==> src/rtl/pipe_pkg.sv <==
// Shared definitions for the pipeline hazard/forwarding/halt controller.
// Forwarding source codes and the halt sequencer states.
package pipe_pkg;

  localparam logic [1:0] FWD_RF  = 2'd0;
  localparam logic [1:0] FWD_EX  = 2'd1;
  localparam logic [1:0] FWD_MEM = 2'd2;
  localparam logic [1:0] FWD_WB  = 2'd3;

  typedef enum logic [1:0] {
    RUN,
    DRAIN,
    HALTED
  } halt_st_t;

endpackage

==> src/rtl/pipe_fwd_sel.sv <==
// Per-operand forwarding source selector.
// Youngest producer wins; a load still in EX flags a hazard instead.
module pipe_fwd_sel
  import pipe_pkg::*;
#(
  parameter int RA_W = 5
) (
  input  logic [RA_W-1:0] rs,
  input  logic            use_op,
  input  logic [RA_W-1:0] ex_rw,
  input  logic            ex_wr,
  input  logic            ex_load,
  input  logic [RA_W-1:0] mem_rw,
  input  logic            mem_wr,
  input  logic [RA_W-1:0] wb_rw,
  input  logic            wb_wr,
  output logic [1:0]      fwd,
  output logic            load_haz
);

  logic live;
  logic ex_hit;
  logic mem_hit;
  logic wb_hit;

  // r0 never carries a value worth forwarding
  assign live    = use_op && (rs != '0);
  assign ex_hit  = live && ex_wr  && (ex_rw  == rs);
  assign mem_hit = live && mem_wr && (mem_rw == rs);
  assign wb_hit  = live && wb_wr  && (wb_rw  == rs);

  always_comb begin
    fwd = FWD_RF;
    priority case (1'b1)
      ex_hit:  fwd = FWD_EX;
      mem_hit: fwd = FWD_MEM;
      wb_hit:  fwd = FWD_WB;
      default: fwd = FWD_RF;
    endcase
  end

  assign load_haz = ex_hit && ex_load;

endmodule

==> src/rtl/pipe_hazard_ctrl.sv <==
// Hazard, forwarding and halt sequencing for the 5-stage pipeline,
// with saturating performance counters.
module pipe_hazard_ctrl
  import pipe_pkg::*;
#(
  parameter int RA_W      = 5,
  parameter int CNT_W     = 32,
  parameter int LOAD_BUBB = 1
) (
  input  logic             clk,
  input  logic             RST,
  input  logic [RA_W-1:0]  id_rs,
  input  logic [RA_W-1:0]  id_rt,
  input  logic             id_use_rs,
  input  logic             id_use_rt,
  input  logic             id_halt,
  input  logic [RA_W-1:0]  ex_rw,
  input  logic [RA_W-1:0]  mem_rw,
  input  logic [RA_W-1:0]  wb_rw,
  input  logic             ex_wr,
  input  logic             mem_wr,
  input  logic             wb_wr,
  input  logic             ex_load,
  input  logic             ex_redirect,
  input  logic             wb_halt,
  input  logic             resume,
  output logic             pc_en,
  output logic             ifid_en,
  output logic             ifid_flush,
  output logic             idex_flush,
  output logic [1:0]       fwd_a,
  output logic [1:0]       fwd_b,
  output logic             halted,
  output logic [CNT_W-1:0] cyc_cnt,
  output logic [CNT_W-1:0] stall_cnt,
  output logic [CNT_W-1:0] flush_cnt,
  output logic [CNT_W-1:0] instr_cnt
);

  halt_st_t   state;
  logic       haz_a;
  logic       haz_b;
  logic [1:0] bub_cnt;
  logic       counting;
  logic       stall;

  function automatic logic [CNT_W-1:0] sat_inc(
    input logic [CNT_W-1:0] v,
    input logic             en
  );
    return (en && (v != '1)) ? v + {{(CNT_W-1){1'b0}}, 1'b1} : v;
  endfunction

  pipe_fwd_sel #(.RA_W(RA_W)) u_fwd_a (
    .rs       (id_rs),
    .use_op   (id_use_rs),
    .ex_rw    (ex_rw),
    .ex_wr    (ex_wr),
    .ex_load  (ex_load),
    .mem_rw   (mem_rw),
    .mem_wr   (mem_wr),
    .wb_rw    (wb_rw),
    .wb_wr    (wb_wr),
    .fwd      (fwd_a),
    .load_haz (haz_a)
  );

  pipe_fwd_sel #(.RA_W(RA_W)) u_fwd_b (
    .rs       (id_rt),
    .use_op   (id_use_rt),
    .ex_rw    (ex_rw),
    .ex_wr    (ex_wr),
    .ex_load  (ex_load),
    .mem_rw   (mem_rw),
    .mem_wr   (mem_wr),
    .wb_rw    (wb_rw),
    .wb_wr    (wb_wr),
    .fwd      (fwd_b),
    .load_haz (haz_b)
  );

  // While extra bubbles count down the hazard is not looked at again
  assign counting = (bub_cnt != 2'd0);
  assign stall    = (state == RUN) && !ex_redirect
                 && (counting || haz_a || haz_b);

  generate
    if (LOAD_BUBB > 1) begin : g_bub
      always_ff @(posedge clk or posedge RST) begin
        if (RST)              bub_cnt <= 2'd0;
        else if (ex_redirect) bub_cnt <= 2'd0;
        else if (counting)    bub_cnt <= bub_cnt - 2'd1;
        else if (stall)       bub_cnt <= 2'(LOAD_BUBB - 1);
      end
    end else begin : g_no_bub
      assign bub_cnt = 2'd0;
    end
  endgenerate

  always_comb begin
    pc_en      = 1'b1;
    ifid_en    = 1'b1;
    ifid_flush = 1'b0;
    idex_flush = 1'b0;
    unique case (state)
      RUN: begin
        if (ex_redirect) begin
          ifid_flush = 1'b1;
          idex_flush = 1'b1;
        end else if (stall) begin
          pc_en      = 1'b0;
          ifid_en    = 1'b0;
          idex_flush = 1'b1;
        end
      end
      DRAIN: begin
        pc_en      = 1'b0;
        ifid_en    = 1'b0;
        ifid_flush = 1'b1;
      end
      HALTED: begin
        pc_en   = 1'b0;
        ifid_en = 1'b0;
      end
      default: ;
    endcase
  end

  always_ff @(posedge clk or posedge RST) begin
    if (RST) begin
      state  <= RUN;
      halted <= 1'b0;
    end else begin
      unique case (state)
        RUN: begin
          if (id_halt && !ex_redirect && !stall)
            state <= DRAIN;
        end
        DRAIN: begin
          if (wb_halt) begin
            state  <= HALTED;
            halted <= 1'b1;
          end
        end
        HALTED: begin
          if (resume) begin
            state  <= RUN;
            halted <= 1'b0;
          end
        end
        default: state <= RUN;
      endcase
    end
  end

  always_ff @(posedge clk or posedge RST) begin
    if (RST) begin
      cyc_cnt   <= '0;
      stall_cnt <= '0;
      flush_cnt <= '0;
      instr_cnt <= '0;
    end else begin
      cyc_cnt   <= sat_inc(cyc_cnt, !halted);
      stall_cnt <= sat_inc(stall_cnt, stall);
      flush_cnt <= sat_inc(flush_cnt, ex_redirect);
      instr_cnt <= sat_inc(instr_cnt,
                           (wb_wr || wb_halt) && !halted);
    end
  end

endmodule

==> config.mk <==
export PLATFORM = sky130hd
export DESIGN_NAME = pipe_hazard_ctrl
export DESIGN_NICKNAME = d
export VERILOG_FILES = /design/src/rtl/pipe_pkg.sv /design/src/rtl/pipe_fwd_sel.sv /design/src/rtl/pipe_hazard_ctrl.sv
export SDC_FILE = /design/constraint.sdc
export NUM_CORES = 1
export LEC_CHECK = 0
export ABC_CLOCK_PERIOD_IN_PS = 4500
export BUFFER_PORTS_ARGS = -buffer_cell sky130_fd_sc_hd__buf_2
export CAP_MARGIN = 5
export CORE_MARGIN = 2
export CORE_UTILIZATION = 48
export DETAILED_ROUTE_END_ITERATION = 6
export MAX_ROUTING_LAYER = met4
export PLACE_DENSITY = 0.74
export SLEW_MARGIN = 20
export SYNTH_ARGS = -nofsm -noshare
export SYNTH_HDL_FRONTEND = slang
export SYNTH_HIERARCHICAL = 1
export SYNTH_SLANG_ARGS = --single-unit
==> constraint.sdc <==
create_clock -name clk -period 4.5 [get_ports clk]
set_input_delay 0.9 -clock clk [delete_from_list [all_inputs] [get_ports clk]]
set_output_delay 0.9 -clock clk [all_outputs]
set_load 0.02 [all_outputs]
### After elaboration in Yosys (flattened, before gate mapping)

Cells that the tools add are included.
W data, S select, Z words.

* reductions and logical operators: 37
* $add $sub $neg: 4
* multiplexer cells: 21
* equal/unequal tests: 15

Operators with widths (count)
* $add A32 B1 Y32 const B: 4
* $ne A32 B32 Y1 const B: 4
* $eq A5 B5 Y1: 6
* $logic_and A1 B1 Y1: 25
* $mux W2: 9
* $reduce_bool A5 Y1: 2
* $mux W1: 8
* $pmux W1 S2: 3
* $pmux W2 S3: 1
* $reduce_and A3 Y1: 2
* $ne A2 B2 Y1 const B: 2
* $logic_not A1 Y1: 3
* $eq A2 B1 Y1 const B: 1
* $eq A2 B2 Y1 const B: 1
* $logic_not A2 Y1: 1
* $logic_or A1 B1 Y1: 2
* $ne A2 B1 Y1 const B: 1
* $reduce_bool A2 Y1: 1
* $reduce_or A2 Y1: 1

* output and inout port bits: 137
* logic and storage cells: 83
* bits in registers: 131
* input bits: 37

### Logic depth before layout (Yosys ltp)

* depth after elaboration: 11
* mapped depth: 9
* mapped depth without buffers: 9

### Hierarchy

Netlist, hierarchy kept.

By module, submodules not included
* pipe_hazard_ctrl: seq. area each 3278.1 um^2, area an instance 6388.6 um^2, cells each 607, instances 1
* pipe_fwd_sel: seq. area each 0.0 um^2, area an instance 225.2 um^2, cells each 29, instances 2

### Worst setup path after synthesis

OpenSTA, ideal clock, no wires.

* kind: input-to-output
* start: input port id_rt[1]
* end: output port pc_en
* stages: 8
* buffers on the path: 1
* required time: 3600 ps
* arrival: 2733 ps
* slack: 867 ps
* cells stage by stage: or4_4 -> o21ai_2 -> nor3_1 -> and2_1 -> nor2_1 -> nor2_1 -> a21oi_1 -> buf_4

* longest elaborated chain between the ends: 10
* elaborated cells on any way between the ends: 11
* classes of those cells: eq/ne: 1; mux: 3; reduce/logical: 7

Ends and longest elaborated chain
* start, declared: RTL line pipe_hazard_ctrl.sv:13 `input logic [RA_W-1:0] id_rt,`
* $reduce_bool A5 Y1: RTL line pipe_fwd_sel.sv:27 `assign live = use_op && (rs != '0);`
* $logic_and A1 B1 Y1: RTL line pipe_fwd_sel.sv:27
* $logic_and A1 B1 Y1: RTL line pipe_fwd_sel.sv:28 `assign ex_hit = live && ex_wr && (ex_rw == rs);`
* $logic_and A1 B1 Y1 (*): RTL line pipe_fwd_sel.sv:28
* $logic_and A1 B1 Y1 (*): RTL line pipe_fwd_sel.sv:42 `assign load_haz = ex_hit && ex_load;`
* named net haz_b: RTL line pipe_hazard_ctrl.sv:42 `logic haz_b;`
* $logic_or A1 B1 Y1 (*): RTL line pipe_hazard_ctrl.sv:85 `&& (counting || haz_a || haz_b);`
* $logic_and A1 B1 Y1 (*): RTL line pipe_hazard_ctrl.sv:85
* $mux W1 (*) (2 in a row)
* $pmux W1 S2 (*)
* end, declared: RTL line pipe_hazard_ctrl.sv:27 `output logic pc_en,`

The timed path passes the listed nets; every way through them passes the cells marked *.

### Worst setup path in the final report

* start: input port id_rs[1]
* end: output port ifid_en

* longest elaborated chain between the ends: 10
* elaborated cells on any way between the ends: 11
* classes of those cells: eq/ne: 1; mux: 3; reduce/logical: 7

Ends and longest elaborated chain
* start, declared: RTL line pipe_hazard_ctrl.sv:12 `input logic [RA_W-1:0] id_rs,`
* $reduce_bool A5 Y1: RTL line pipe_fwd_sel.sv:27
* $logic_and A1 B1 Y1: RTL line pipe_fwd_sel.sv:27
* $logic_and A1 B1 Y1: RTL line pipe_fwd_sel.sv:28
* $logic_and A1 B1 Y1 (*): RTL line pipe_fwd_sel.sv:28
* $logic_and A1 B1 Y1 (*): RTL line pipe_fwd_sel.sv:42
* named net haz_a: RTL line pipe_hazard_ctrl.sv:41 `logic haz_a;`
* $logic_or A1 B1 Y1 (*): RTL line pipe_hazard_ctrl.sv:85
* $logic_and A1 B1 Y1 (*): RTL line pipe_hazard_ctrl.sv:85
* $mux W1 (*): RTL line pipe_hazard_ctrl.sv:110 `end else if (stall) begin`
* $mux W1 (*): RTL line pipe_hazard_ctrl.sv:107 `if (ex_redirect) begin`
* $pmux W1 S2 (*): RTL line pipe_hazard_ctrl.sv:105 `unique case (state)`
* end, declared: RTL line pipe_hazard_ctrl.sv:28 `output logic ifid_en,`

Marked as above.

==> report_table.html <==
<table>
<tr><th>Metric</th><th>Value</th></tr>
<tr><th colspan="2">Pwr</th></tr>
<tr><td>Post-layout power</td><td>3.506 mW</td></tr>
<tr><td>Part of the total power dissipated in the clock network</td><td>39.1%</td></tr>
<tr><td>Internal Power</td><td>2.432 mW</td></tr>
<tr><td>Leakage</td><td>4.198 nW</td></tr>
<tr><td>Switch Pwr</td><td>1.074 mW</td></tr>
<tr><td>Comb power frac</td><td>19.6%</td></tr>
<tr><td>Ratio of total power to cell area</td><td>412.7 nW/um^2</td></tr>
<tr><td>Switching portion of total power</td><td>30.62%</td></tr>
<tr><td>Worst ir drop on vdd</td><td>0.2762 mV</td></tr>
<tr><td>Flop pwr share</td><td>41.2%</td></tr>
<tr><th colspan="2">Finish</th></tr>
<tr><td>Share of layout cells above drive strength 1</td><td>27.49%</td></tr>
<tr><td>Core occupancy in the finished layout</td><td>61.20%</td></tr>
<tr><td>Final Non-Filler Cells</td><td>1042</td></tr>
<tr><td>Number of fillers in the final layout</td><td>1203</td></tr>
<tr><td>Layout-stage area growth over the synthesis result</td><td>24.22%</td></tr>
<tr><td>Number of antenna repair diodes</td><td>0</td></tr>
<tr><td>Number of nets in the final layout</td><td>894</td></tr>
<tr><th colspan="2">Die</th></tr>
<tr><td>Core Box Area</td><td>13880 um^2</td></tr>
<tr><td>Vert. Die Dim</td><td>123.4 um</td></tr>
<tr><td>Horizontal die dimension</td><td>123.4 um</td></tr>
<tr><td>Boundary pin count</td><td>174</td></tr>
<tr><td>Row count</td><td>43</td></tr>
<tr><td>Starting density of the core</td><td>49.27%</td></tr>
<tr><td>Total die area</td><td>15220 um^2</td></tr>
<tr><th colspan="2">Setup path</th></tr>
<tr><td>Element type at the critical path end</td><td>output port</td></tr>
<tr><td>Crit path capture</td><td>ifid_en</td></tr>
<tr><td>Worst setup path startpoint</td><td>id_rs[1]</td></tr>
<tr><td>Worst setup path class</td><td>input pin to output port</td></tr>
<tr><td>Data arrival time of the critical path</td><td>2.84 ns</td></tr>
<tr><td>Reg2reg end</td><td>cyc_cnt[1]$_DFFE_PP0P_</td></tr>
<tr><td>Source of the worst register-to-register timing path</td><td>cyc_cnt[7]$_DFFE_PP0P_</td></tr>
<tr><td>Endpoint required time on the critical path</td><td>3.60 ns</td></tr>
<tr><td>Depth of the worst register-to-register path</td><td>5</td></tr>
<tr><td>Crit path launch type</td><td>input pin</td></tr>
<tr><td>Largest fanout of any net on the critical path</td><td>5</td></tr>
<tr><td>R2R setup slack</td><td>1.96 ns</td></tr>
<tr><th colspan="2">Clock network</th></tr>
<tr><td>Clock sink count</td><td>131</td></tr>
<tr><td>Hold buffers post-CTS</td><td>0</td></tr>
<tr><td>Post CTS Setup Buffer Count</td><td>0</td></tr>
<tr><td>Source-to-sink clock delay at the later pin of the worst-skew pair</td><td>0.42 ns</td></tr>
<tr><td>Clk pin slew, worst setup/hold paths</td><td>0.06 ns</td></tr>
<tr><td>TritonCTS Buffers</td><td>17</td></tr>
<tr><td>Maximum count of clock buffers along a single path</td><td>2</td></tr>
<tr><td>CTS-repair resized insts</td><td>0</td></tr>
<tr><td>Clock tree from TritonCTS</td><td>built</td></tr>
<tr><td>Clock tree root buffer cell</td><td>clkbuf_16</td></tr>
<tr><td>Depth of the CTS H-tree</td><td>4</td></tr>
<tr><th colspan="2">Global routing</th></tr>
<tr><td>First-pass GRT wire length</td><td>25.47 mm</td></tr>
<tr><td>Overflow left after global routing</td><td>0</td></tr>
<tr><td>Initial antenna violation count</td><td>0</td></tr>
<tr><td>Via count of the first global-routing pass</td><td>5304</td></tr>
<tr><td>Overall Global Routing Usage</td><td>21.74%</td></tr>
<tr><td>Maximum number of pins on one net before global-route repair</td><td>71</td></tr>
<tr><th colspan="2">Synth</th></tr>
<tr><td>Synthesized area per cell</td><td>10.28 um^2</td></tr>
<tr><td>Area share of the leading cell type in the synthesized netlist</td><td>47.93%</td></tr>
<tr><td>Most frequently used cell type in the post-synthesis netlist</td><td>dfrtp_1</td></tr>
<tr><td>Syn Inst Count</td><td>665</td></tr>
<tr><td>Synthesis-stage register bit count</td><td>131</td></tr>
<tr><td>Count of different cell masters after synthesis</td><td>55</td></tr>
<tr><td>Number of enable flip-flop cells after synthesis</td><td>0</td></tr>
<tr><td>FFs w/ async S/R, synth</td><td>100.0%</td></tr>
<tr><td>Most frequent cells after synthesis</td><td>131 x dfrtp_1, 78 x xnor2_1, 72 x xor2_1</td></tr>
<tr><td>Warning count from the yosys run</td><td>6</td></tr>
<tr><td>Largest area contributor in the synthesized netlist</td><td>dfrtp_1</td></tr>
<tr><td>Post-synth net total</td><td>710</td></tr>
<tr><td>Top post-synthesis cells by area</td><td>dfrtp_1 48%, xnor2_1 10%, xor2_1 9.2%, nand3_1 3.6%, nand4_1 3.5%</td></tr>
<tr><td>Post-Synthesis Cell Area</td><td>6839 um^2</td></tr>
<tr><td>Most used flip-flop cell after synthesis</td><td>dfrtp_1</td></tr>
<tr><td>Register area share after synthesis</td><td>47.93%</td></tr>
<tr><th colspan="2">Place</th></tr>
<tr><td>Count of placed standard cells including taps</td><td>1010</td></tr>
<tr><td>HPWL Detailed</td><td>11.41 mm</td></tr>
<tr><td>Count of input and output buffers</td><td>173</td></tr>
<tr><td>Routability congestion estimate</td><td>0.8381</td></tr>
<tr><td>Worst Setup Slack post-DPL</td><td>0.7580 ns</td></tr>
<tr><th colspan="2">STA</th></tr>
<tr><td>Unrepaired setup endpoints after global routing</td><td>false</td></tr>
<tr><td>Min Clock Period, post-route</td><td>3.741 ns</td></tr>
<tr><td>Part of the cycle the worst path needs</td><td>83.13%</td></tr>
<tr><td>Measured slew at the worst slew-check pin</td><td>1.123 ns</td></tr>
<tr><td>Worst slew margin</td><td>24.80%</td></tr>
<tr><td>Final worst slack</td><td>0.7590 ns</td></tr>
<tr><td>Setup tns final</td><td>0 ns</td></tr>
<tr><td>Setup clock skew after layout</td><td>0.009605 ns</td></tr>
<tr><td>Final-report max-slew violation count</td><td>0</td></tr>
<tr><td>Setup violation total in the final timing report</td><td>0</td></tr>
<tr><td>Highest achievable clock rate</td><td>267.3 MHz</td></tr>
<tr><td>Final Hold Fails</td><td>0</td></tr>
<tr><th colspan="2">Worst hold path</th></tr>
<tr><td>Worst hold path startpoint</td><td>cyc_cnt[15]$_DFFE_PP0P_</td></tr>
<tr><td>Worst min-delay path category</td><td>flip-flop to flip-flop</td></tr>
<tr><td>Worst hold stages</td><td>1</td></tr>
<tr><th colspan="2">Job</th></tr>
<tr><td>MaxCap Viol Count</td><td>0</td></tr>
<tr><th colspan="2">Route</th></tr>
<tr><td>Routed vias</td><td>5606</td></tr>
<tr><td>Starting DRT DRC Count</td><td>267</td></tr>
<tr><td>DRT antenna net count</td><td>0</td></tr>
<tr><td>Post-route DRC</td><td>0</td></tr>
<tr><td>Via density</td><td>5.380</td></tr>
<tr><td>Final wirelength</td><td>15.69 mm</td></tr>
<tr><td>First-pass DRT Iterations</td><td>4</td></tr>
<tr><td>Routed wire length per instance</td><td>15.06 um</td></tr>
<tr><th colspan="2">Outcome</th></tr>
<tr><td>Outcome</td><td>complete, no violations</td></tr>
</table>
how the worst min path moves through the flow:
stage                                 to  slack [ns]
3_5_place_dp   flush_cnt[31]$_DFFE_PP0P_        0.48
5_1_grt        flush_cnt[31]$_DFFE_PP0P_        0.52
3_3_place_gp   flush_cnt[31]$_DFFE_PP0P_        0.48
4_1_cts        flush_cnt[31]$_DFFE_PP0P_        0.49
6_report         cyc_cnt[15]$_DFFE_PP0P_        0.49
2_1_floorplan       state[1]$_DFFE_PP0P_        0.51
kinds of logic (layout without fill, tap and decap cells):
family          count (synthesis)  after routing  share of synthesized area [%]
simple gates                  306            306                          24.81
xor+xnor                      150            150                          19.21
buf+inv                        31            228                          1.903
fa+ha+maj                       8              8                          1.464
compound gates                 33             33                          3.641
mux                             6              6                          1.043
flops                         131            131                          47.93
state kept, by name, indices dropped and copies added (netlist names):
name / flops
state: 2
cyc_cnt: 32
stall_cnt: 32
halted: 1
flush_cnt: 32
instr_cnt: 32
metal layers:
layer  vias to the layer above  GRT usage, %  part of all wire [%]
met4                         0         6.960                   1.7
met2                       155         33.48                    47
li1                       2714             -                     -
met3                        25         5.166                   5.1
met5                         -             -                     0
met1                      2712         28.47                    47
per-stage QoR:
stage	cell area [um^2]	hold WS [ns]
2_1_floorplan	6839	0.5062
3_3_place_gp	7905	0.4768
3_5_place_dp	7905	0.4794
4_1_cts	8496	0.4869
5_1_grt	8496	0.5158
6_report	8496	0.4857
layout by cell type, fill, tap and decap left out, types with 17 or more instances in the layout:
master	instances
nor4_1	17
inv_1	21
nand4_1	38
nor3_1	32
nand3_1	49
nand2_1	53
dfrtp_1	131
xor2_1	72
clkbuf_16	17
xnor2_1	78
nor2_1	52
buf_2	173
power by group through the flow:
stage / combinational (mW) / sequential, mW / clock, mW
after floorplan: 0.364 / 1.55 / 0
after global placement: 0.684 / 1.46 / 0
after detailed placement: 0.697 / 1.46 / 0
after CTS: 0.698 / 1.44 / 1.39
after global routing: 0.752 / 1.47 / 1.45
final: 0.689 / 1.44 / 1.37
final cells by class:
class                      instances  area [um^2]  share of cell area [%]
inverter                          22        85.08                   1.001
timing repair buffer             174        885.9                   10.43
multi-input combinational        503         3431                   40.38
clock inverter                     9        102.6                   1.208
tap                              180        225.2                   2.651
clock buffer                      23        488.0                   5.744
sequential                       131         3278                   38.59
critical path, cell delays in order:
cell and delay (ns):
buf_2 0.13, or4_4 0.56, o21ai_2 0.14, nor3_1 0.09, and2_1 0.16, nor2_1 0.28
nor2_1 0.18, a21oi_1 0.20, buf_2 0.20
Note: power is estimated with default switching activity, not from simulation.
